$ cat config.mk
export PLATFORM = sky130hd
export DESIGN_NAME = stage_writeback_seq
export DESIGN_NICKNAME = d
export VERILOG_FILES = /design/src/rtl/stage_writeback_seq.sv
export SDC_FILE = /design/constraint.sdc
export NUM_CORES = 1
export LEC_CHECK = 0
export CAP_MARGIN = 20
export CORE_AREA = 3 3 85 127
export CTS_BUF_LIST = sky130_fd_sc_hd__clkbuf_4 sky130_fd_sc_hd__clkbuf_8
export DETAILED_ROUTE_END_ITERATION = 12
export DIE_AREA = 0 0 88 130
export PLACE_DENSITY = 0.73
export SETUP_SLACK_MARGIN = 0.1
export SYNTH_ARGS = -nofsm -noshare
export SYNTH_HDL_FRONTEND = slang
export SYNTH_SLANG_ARGS = --single-unit
export TNS_END_PERCENT = 50
$ cat constraint.sdc
create_clock -name clk -period 1.9 [get_ports clk]
set_clock_uncertainty 0.2 [all_clocks]
set_input_delay 0.38 -clock clk [delete_from_list [all_inputs] [get_ports clk]]
set_output_delay 0.38 -clock clk [all_outputs]
set_load 0.02 [all_outputs]
$ cat src/rtl/stage_writeback_seq.sv
// MIPS write-back stage: MEM/WB pipeline register, result select, load alignment
// and extension, and a handshake that holds loads until data memory answers.
module stage_writeback_seq #(
  parameter  int DATA_W = 32,
  parameter  int RA_W   = 5,
  parameter  int CNT_W  = 16,
  localparam int BW     = $clog2(DATA_W / 8)
) (
  input  logic              clk,
  input  logic              rst_n,
  input  logic              m_valid,
  output logic              m_ready,
  input  logic              m_regwrite,
  input  logic [RA_W-1:0]   m_writereg,
  input  logic [1:0]        m_resultsrc,
  input  logic [DATA_W-1:0] m_aluresult,
  input  logic [DATA_W-1:0] m_linkaddr,
  input  logic [1:0]        m_loadsize,
  input  logic              m_loadsigned,
  input  logic [BW-1:0]     m_byteoff,
  input  logic [DATA_W-1:0] readdata,
  input  logic              readdata_valid,
  input  logic              flush,
  output logic              wb_regwrite,
  output logic [RA_W-1:0]   wb_writereg,
  output logic [DATA_W-1:0] wb_result,
  output logic              wb_stall,
  output logic [CNT_W-1:0]  wait_cycles
);

  typedef enum logic [1:0] {
    S_IDLE,
    S_WAIT,
    S_COMMIT
  } state_t;

  state_t              state_q;
  logic                regwrite_q;
  logic [RA_W-1:0]     writereg_q;
  logic [1:0]          loadsize_q;
  logic                loadsigned_q;
  logic [BW-1:0]       byteoff_q;
  logic [DATA_W-1:0]   result_q;
  logic [CNT_W-1:0]    wait_cycles_q;

  logic [BW-1:0]       aligned_off;
  logic [DATA_W-1:0]   shifted;
  logic [DATA_W-1:0]   keep_mask;
  logic                ext_bit;
  logic [DATA_W-1:0]   load_data;

  // Alignment works off the latched load fields; readdata is only sampled in WAIT.
  always_comb begin
    // NOTE: every combinational output gets a default first so no path infers a latch.
    aligned_off = byteoff_q;
    keep_mask   = '0;
    case (loadsize_q)
      2'b00: keep_mask[7:0] = '1;
      2'b01: begin
        aligned_off     = byteoff_q & ~BW'(1);
        keep_mask[15:0] = '1;
      end
      2'b10: begin
        aligned_off     = byteoff_q & ~BW'(3);
        keep_mask[31:0] = '1;
      end
      default: begin
        if (DATA_W == 64) begin
          aligned_off = '0;
          keep_mask   = '1;
        end else begin
          aligned_off     = byteoff_q & ~BW'(3);
          keep_mask[31:0] = '1;
        end
      end
    endcase
    shifted   = readdata >> {aligned_off, 3'b000};
    // The top set bit of the mask picks out the sign bit of the access.
    ext_bit   = loadsigned_q & (|(shifted & keep_mask & ~(keep_mask >> 1)));
    load_data = (shifted & keep_mask) | ({DATA_W{ext_bit}} & ~keep_mask);
  end

  assign m_ready     = !flush && (state_q != S_WAIT);
  assign wb_regwrite = (state_q == S_COMMIT) && regwrite_q && (writereg_q != '0) && !flush;
  assign wb_stall    = (state_q == S_WAIT) && !flush;
  assign wb_writereg = writereg_q;
  assign wb_result   = result_q;
  assign wait_cycles = wait_cycles_q;

  always_ff @(posedge clk or negedge rst_n) begin
    // NOTE: every pipeline field is reset, so nothing stale reaches the register file after reset.
    if (!rst_n) begin
      state_q       <= S_IDLE;
      regwrite_q    <= 1'b0;
      writereg_q    <= '0;
      loadsize_q    <= '0;
      loadsigned_q  <= 1'b0;
      byteoff_q     <= '0;
      result_q      <= '0;
      wait_cycles_q <= '0;
    end else begin
      // NOTE: non-blocking assignments keep every register reading pre-edge values.
      if (state_q == S_WAIT && wait_cycles_q != '1)
        wait_cycles_q <= wait_cycles_q + CNT_W'(1);

      if (flush) begin
        state_q <= S_IDLE;
      end else begin
        case (state_q)
          S_WAIT: begin
            if (readdata_valid) begin
              result_q <= load_data;
              state_q  <= S_COMMIT;
            end
          end
          default: begin
            if (m_valid) begin
              regwrite_q   <= m_regwrite;
              writereg_q   <= m_writereg;
              loadsize_q   <= m_loadsize;
              loadsigned_q <= m_loadsigned;
              byteoff_q    <= m_byteoff;
              if (m_resultsrc == 2'b01) begin
                state_q <= S_WAIT;
              end else begin
                result_q <= (m_resultsrc == 2'b10) ? m_linkaddr : m_aluresult;
                state_q  <= S_COMMIT;
              end
            end else begin
              state_q <= S_IDLE;
            end
          end
        endcase
      end
    end
  end

endmodule
==> run metrics <==
CP Data Arrival Time 1.59 ns; vias in the first global route 4204; GRT Total Usage 25.6%; register-to-register path setup slack -0.16 ns; critical path class reg -> out; post-synthesis share of cell area spent on xor and xnor gates 2.54%; placement row count 44; category of the worst setup path capture point primary output; layout cell share with drive strength beyond 1 30.0%; cell type contributing the most total cell area after synthesis sky130_fd_sc_hd__dfrtp_1; first-pass GRT wire length 22.2 mm; final count of pins violating max slew 0; Congestion Overflow GR 0; post-synthesis cell type count 44; Clock Tree Buf Depth 2; ratio of routed vias to standard cells 5.76; Worst-Skew Late Latency 0.34 ns; combinational family with the most area after synthesis compound AO/OA/AOI/OAI gates; filler instances 656; worst slack, placed -0.556 ns; hold wc startpoint wb_result[3]; crit path cell chain or4_4 > nor2_4 > nor4_2 > buf_4; asr flop ratio synth 100%; Yosys top cell area share 40.3%; most frequent cell after synthesis sky130_fd_sc_hd__dfrtp_1; drt wl/cell 21.0 um; setup violators final 30; Post-Syn Instances 396; Synth Area in Simple Gates 18.2%; violations in the final reports setup timing; number of iterations in the first detailed-routing pass 4; post-layout min period 2.17 ns; CTS Root Buffer Type sky130_fd_sc_hd__clkbuf_8; total vias in the final route 4354; DRC 0; synth warn 0; Sequential cell area 0.00153 mm2; total wirelength of the detailed-routed design 15.9 mm; number of buffers created by CTS 9; clock transition time at the flip-flop clock pins of the worst setup and hold paths 0.06 ns; placer congestion estimate 0.853; cell at the slowest stage of the critical path sky130_fd_sc_hd__or4_4; peak per-stage delay on the critical path 0.56 ns; commonest register cell after synthesis sky130_fd_sc_hd__dfrtp_1; pin count of the biggest net entering global routing 62; number of I/O port buffers 169; Critical Path RT 1.32 ns; CTS tree done; HPWL Detailed 10.5 mm; Endpoint, Worst Hold wb_result[3]; leakage power 3.04 nW; die area 0.0114 mm2; Worst Path Max Fanout 2; reg-to-reg critical path endpoint wb_result[12]; cell types with the largest area share after synthesis sky130_fd_sc_hd__dfrtp_1 (40%), sky130_fd_sc_hd__mux2i_1 (8.7%), sky130_fd_sc_hd__a31oi_1 (4.3%), sky130_fd_sc_hd__o211ai_1 (3.4%), sky130_fd_sc_hd__mux2_2 (3.3%); source of the critical timing path wb_writereg[4]; die span in y 130 um; Final Cycle Share 114%; antenna violation net count after detailed routing 0; least setup slack across all paths after layout -0.271 ns; result of the run complete, but fails checks; number of failing hold endpoints at the final stage 0; worst r2r src byteoff_q[0]; effective utilization at floorplan 38.9%; Layout area overhead 89.1%; Max-slew headroom 60.1%; EDFF count, synth 0; Syn Nets 511; Net count, final 750; Power Density 714 mW/mm2; mean instance size in the synthesized netlist 9.57 um2; number of placed cells counting well taps 704; number of clock sinks 61; post-synthesis compound-gate area fraction 21.1%; Horiz. Die Dim 88 um; mapped cell area 0.00379 mm2; Yosys reg bits 61; mux contribution to synthesized area 12.0%; RSZ-0062 raised after global routing true; first-iteration detailed-routing DRC count 305; total number of H-tree levels 3; slew at the pin with the worst max-slew slack 0.597 ns; number of cells on the worst reg-to-reg path 6; antenna violations before repair 1; max-cap violations 0; buffer and inverter count on the worst path 1; final instance count without filler cells 756; CP top delay family simple AND/OR/NAND/NOR gates; maximum vdd drop 0.000671 V; Peak Freq 0.461 GHz; area of the multi-input gates 0.00262 mm2; type of the tightest min-delay check reg -> reg; count of boundary I/O pins 170; Core Box Area 0.00974 mm2; instance count along the most critical hold path 1; leading cell types by count after synthesis sky130_fd_sc_hd__dfrtp_1 (61), sky130_fd_sc_hd__mux2i_1 (33), sky130_fd_sc_hd__nand2_1 (32); adder and majority cell fraction of the synthesized area 0.330%; Seq/Total Area, Yosys 40.3%; Startpoint Class flip-flop
==> how the worst max path moves through the flow <==
stage | endpoint | slack [ns] | cells after the start
floorplan | wait_cycles[15] | 0.01 | 4
global placement | wb_result[25] | -0.48 | 5
detailed placement | wb_result[16] | -0.56 | 5
CTS | wb_regwrite | -0.29 | 4
global route | wb_regwrite | -0.32 | 4
finish | wb_regwrite | -0.27 | 4
==> through the flow <==
stage | cell area, um2 | total power [mW] | hold slack [ns] | utilization (%) | TNS [ns]
after floorplan | 3900 | 2.66 | -0.116 | - | 0
after detailed placement | 6040 | 3.71 | 0.218 | 62.0 | -18.02
final | 7160 | 5.11 | 0.309 | 73.5 | -3.14
after global routing | 7160 | 5.35 | 0.302 | 73.5 | -4.92
after CTS | 6780 | 4.84 | 0.258 | 69.6 | -0.590
after global placement | 6040 | 3.66 | 0.209 | 62.0 | -16.20
==> state kept, by name, indices dropped and copies added (netlist names) <==
name / count
byteoff_q: 2
loadsigned_q: 1
loadsize_q: 2
regwrite_q: 1
state_q: 2
wait_cycles: 16
wb_result: 32
wb_writereg: 5
==> worst reg2reg max path, delay by kind of cell, from the launching register on <==
kind / cells / cell delay, ns
mux: 1 / 0.20
buf+inv: 2 / 0.38
compound gates: 3 / 0.73
flops: 1 / 0.45
==> cells by family (layout without fill, tap and decap cells) <==
kind of cell | count (synthesis) | count (layout)
xor+xnor | 11 | 11
fa+ha+maj | 1 | 1
mux | 44 | 44
simple gates | 123 | 123
buf+inv | 49 | 292
flops | 61 | 61
other cells | 0 | 1
compound gates | 107 | 108
==> power breakdown <==
group / switching (mW) / internal (mW) / leakage, nW
Sequential: 0.213 / 1.55 / 0.737
Clock: 0.486 / 0.602 / 0.101
Combinational: 1.12 / 1.14 / 2.20
==> final cells by class <==
| type | count | area share [%] |
|---|---|---|
| clock buffer | 15 | 2.53 |
| clock inverter | 1 | 0.0699 |
| sequential | 61 | 21.4 |
| inverter | 19 | 0.996 |
| antenna | 1 | 0.0349 |
| tap | 115 | 2.01 |
| multi-input combinational | 287 | 36.6 |
| timing repair buffer | 257 | 36.4 |
==> cell usage in the layout, fill, tap and decap left out, types with 4 or more instances in the layout <==
cell,count
sky130_fd_sc_hd__nor2_1,15
sky130_fd_sc_hd__buf_6,25
sky130_fd_sc_hd__mux2_2,11
sky130_fd_sc_hd__a211oi_1,6
sky130_fd_sc_hd__clkdlybuf4s50_1,105
sky130_fd_sc_hd__dfrtp_2,5
sky130_fd_sc_hd__a221oi_2,12
sky130_fd_sc_hd__nand4_1,8
sky130_fd_sc_hd__o211ai_1,17
sky130_fd_sc_hd__a31oi_1,17
sky130_fd_sc_hd__nand2_1,32
sky130_fd_sc_hd__a31oi_4,9
sky130_fd_sc_hd__o21ai_0,5
sky130_fd_sc_hd__xor2_1,7
sky130_fd_sc_hd__o22a_1,8
sky130_fd_sc_hd__mux2i_4,10
sky130_fd_sc_hd__buf_12,13
sky130_fd_sc_hd__mux2i_1,22
sky130_fd_sc_hd__o21a_1,9
sky130_fd_sc_hd__dlygate4sd2_1,58
sky130_fd_sc_hd__nand3b_1,16
sky130_fd_sc_hd__a21oi_1,9
sky130_fd_sc_hd__clkbuf_8,11
sky130_fd_sc_hd__o21ai_1,4
sky130_fd_sc_hd__nor2b_1,10
sky130_fd_sc_hd__dfrtp_1,56
sky130_fd_sc_hd__clkbuf_4,4
sky130_fd_sc_hd__nor2_4,4
sky130_fd_sc_hd__buf_4,48
sky130_fd_sc_hd__nand3_1,6
sky130_fd_sc_hd__inv_1,18
==> layer usage <==
metal	vias to the layer above	GRT usage, %	part of all wire, %
li1	1970	-	-
met1	2135	28.3	36
met2	204	45.7	54
met3	45	5.12	5.5
met4	0	13.3	4.6
met5	-	0	0
==> timing repair <==
action / CTS / global route
hold endpoints to repair: 61 / 0
pin swaps: 23 / 24
buffers inserted: 21 / 9
hold buffers: 1 / 0
gates cloned: 7 / 0
endpoints found under the setup margin: 106 / 63
gates resized for setup: 132 / 66
(Power assumes the default switching activity.)
==> RTL change, RTL diff (same flow settings) <==
Reset style: synchronous (`rst_n`), changed in one clocked block.
--- a/src/rtl/stage_writeback_seq.sv
+++ b/src/rtl/stage_writeback_seq.sv
@@ -87,7 +87,7 @@
   assign wb_result   = result_q;
   assign wait_cycles = wait_cycles_q;
 
-  always_ff @(posedge clk or negedge rst_n) begin
+  always_ff @(posedge clk) begin
     // NOTE: every pipeline field is reset, so nothing stale reaches the register file after reset.
     if (!rst_n) begin
       state_q       <= S_IDLE;
Formal check against the unedited RTL: differs if rst_n is asserted again (counterexample within 4 cycles, from zero or initial values and one cycle with rst_n low); with rst_n held inactive, the same outputs for 4 cycles.
==> RTL change against the unedited design <==
The run still ends with setup timing left. Wire length grew 3.2%. Synthesized cell count increased by 27%. Area after synthesis fell by 3.3%. Cell area down 1.5%. Worst setup slack gained 0.051 ns. Sequential cell count unchanged. First-iteration DRC count up 17%.
Power is not compared: it rests on default switching activity, and its combinational part moved more than twofold at a synthesized area within 25%.
==> RTL change: results (changes against the unedited design) <==
| Metric | Value |
|---|---|
| Status | `finished, violations left` |
| Failing checks | `setup timing` |
| Total negative slack | `-3.21 ns (-0.0664 ns)` |
| Final nets | `841 (+12%)` |
| Antenna violations before repair | `0 (-1)` |
| WL final | `16400 um (+3.2%)` |
| Post-CTS Setup Bufs | `4 (-81%)` |
| First-pass GRT wire length | `24500 um (+10%)` |
| Crit. Startpoint | `wb_writereg[3]` |
| Clk tree area frac | `3.49% (+0.89 points)` |
| Grt met2 use | `50.8% (+5.1 points)` |
| Buffer share of cell area | `34.8% (-1.6 points)` |
| DR iter-0 viols | `356 (+17%)` |
| Fraction of area in multi-input gates | `41.4% (+4.9 points)` |
| Headroom to the max-slew limit | `73.4% (+13 points)` |
| Seq/total area | `18.0% (-3.4 points)` |
| Metal3 WL | `1240 um (+41%)` |
| Met1 Wirelength | `5770 um (+0.58%)` |
| Setup violators final | `26 (-13%)` |
| Prevailing post-synth register cell | `dfxtp_1` |
| Reg-to-reg endpoint | `wb_result[18]` |
| Worst path arrival time | `1.54 ns (-0.05 ns)` |
| Invs w/o clock | `3 (-16)` |
| # clk buffers | `11 (-4)` |
| Reg2reg start | `loadsize_q[0]` |
| Fillers | `707 (+7.8%)` |
| Seq. cell area | `0.00127 mm^2 (-17%)` |
| Post-Syn Nets | `616 (+21%)` |
| Slack of the critical path | `-0.220 ns (+0.0507 ns)` |
| Drt pass-1 iters | `6 (+2)` |
RTL change: cell count changes in the layout (fill, tap and decap cells not counted), moves of 13 or more:
cell and delta:
a21oi_1 +14, dfxtp_1 +38, a31oi_1 -13, nand2_1 +106, nand3b_1 -15, o211ai_1 -16, dfxtp_2 +14, dfrtp_1 -56
inv_1 -16, buf_4 +14, buf_6 -13, nand3_1 +36
RTL change: how the worst min path moves through the flow:
stage | end | slack (ns) | depth (start not counted)
after CTS | wb_result[15] | 0.26 | 2
after global placement | wb_result[15] | 0.24 | 2
after global routing | wb_result[31] | 0.28 | 3
final | wb_result[11] | 0.26 | 2
after floorplan | regwrite_q | 0.26 | 2
after detailed placement | wb_result[15] | 0.25 | 2
RTL change: logic make-up after synthesis:
family / Yosys count / synth area share (%)
mux: 12 / 3.28
xor+xnor: 10 / 2.39
buf+inv: 44 / 4.81
compound gates: 104 / 21.4
flops: 61 / 33.3
simple gates: 269 / 34.4
fa+ha+maj: 1 / 0.341
RTL change: critical path: stages (launching register included):
cell and delay, ns:
dfxtp_2 0.33, or4_4 0.54, nor2_4 0.12, nor4_1 0.04, buf_2 0.16
RTL change: stage by stage:
stage	setup slack (ns)	cell area [um^2]	util, %	hold WS, ns	std cells
floorplan	-0.0784	3740	-	0.260	501
global placement	-0.487	6010	61.7	0.243	812
detailed placement	-0.529	6010	61.7	0.250	812
CTS	-0.220	6710	68.8	0.257	832
global route	-0.266	7060	72.4	0.278	845
finish	-0.220	7060	72.4	0.261	845
RTL change: report_power, final:
part | total, W | internal, W | switching, W
Clock | 0.00146 | 0.000934 | 0.000531
Combinational | 0.000978 | 0.000516 | 0.000462
Sequential | 0.00136 | 0.00132 | 0.0000362
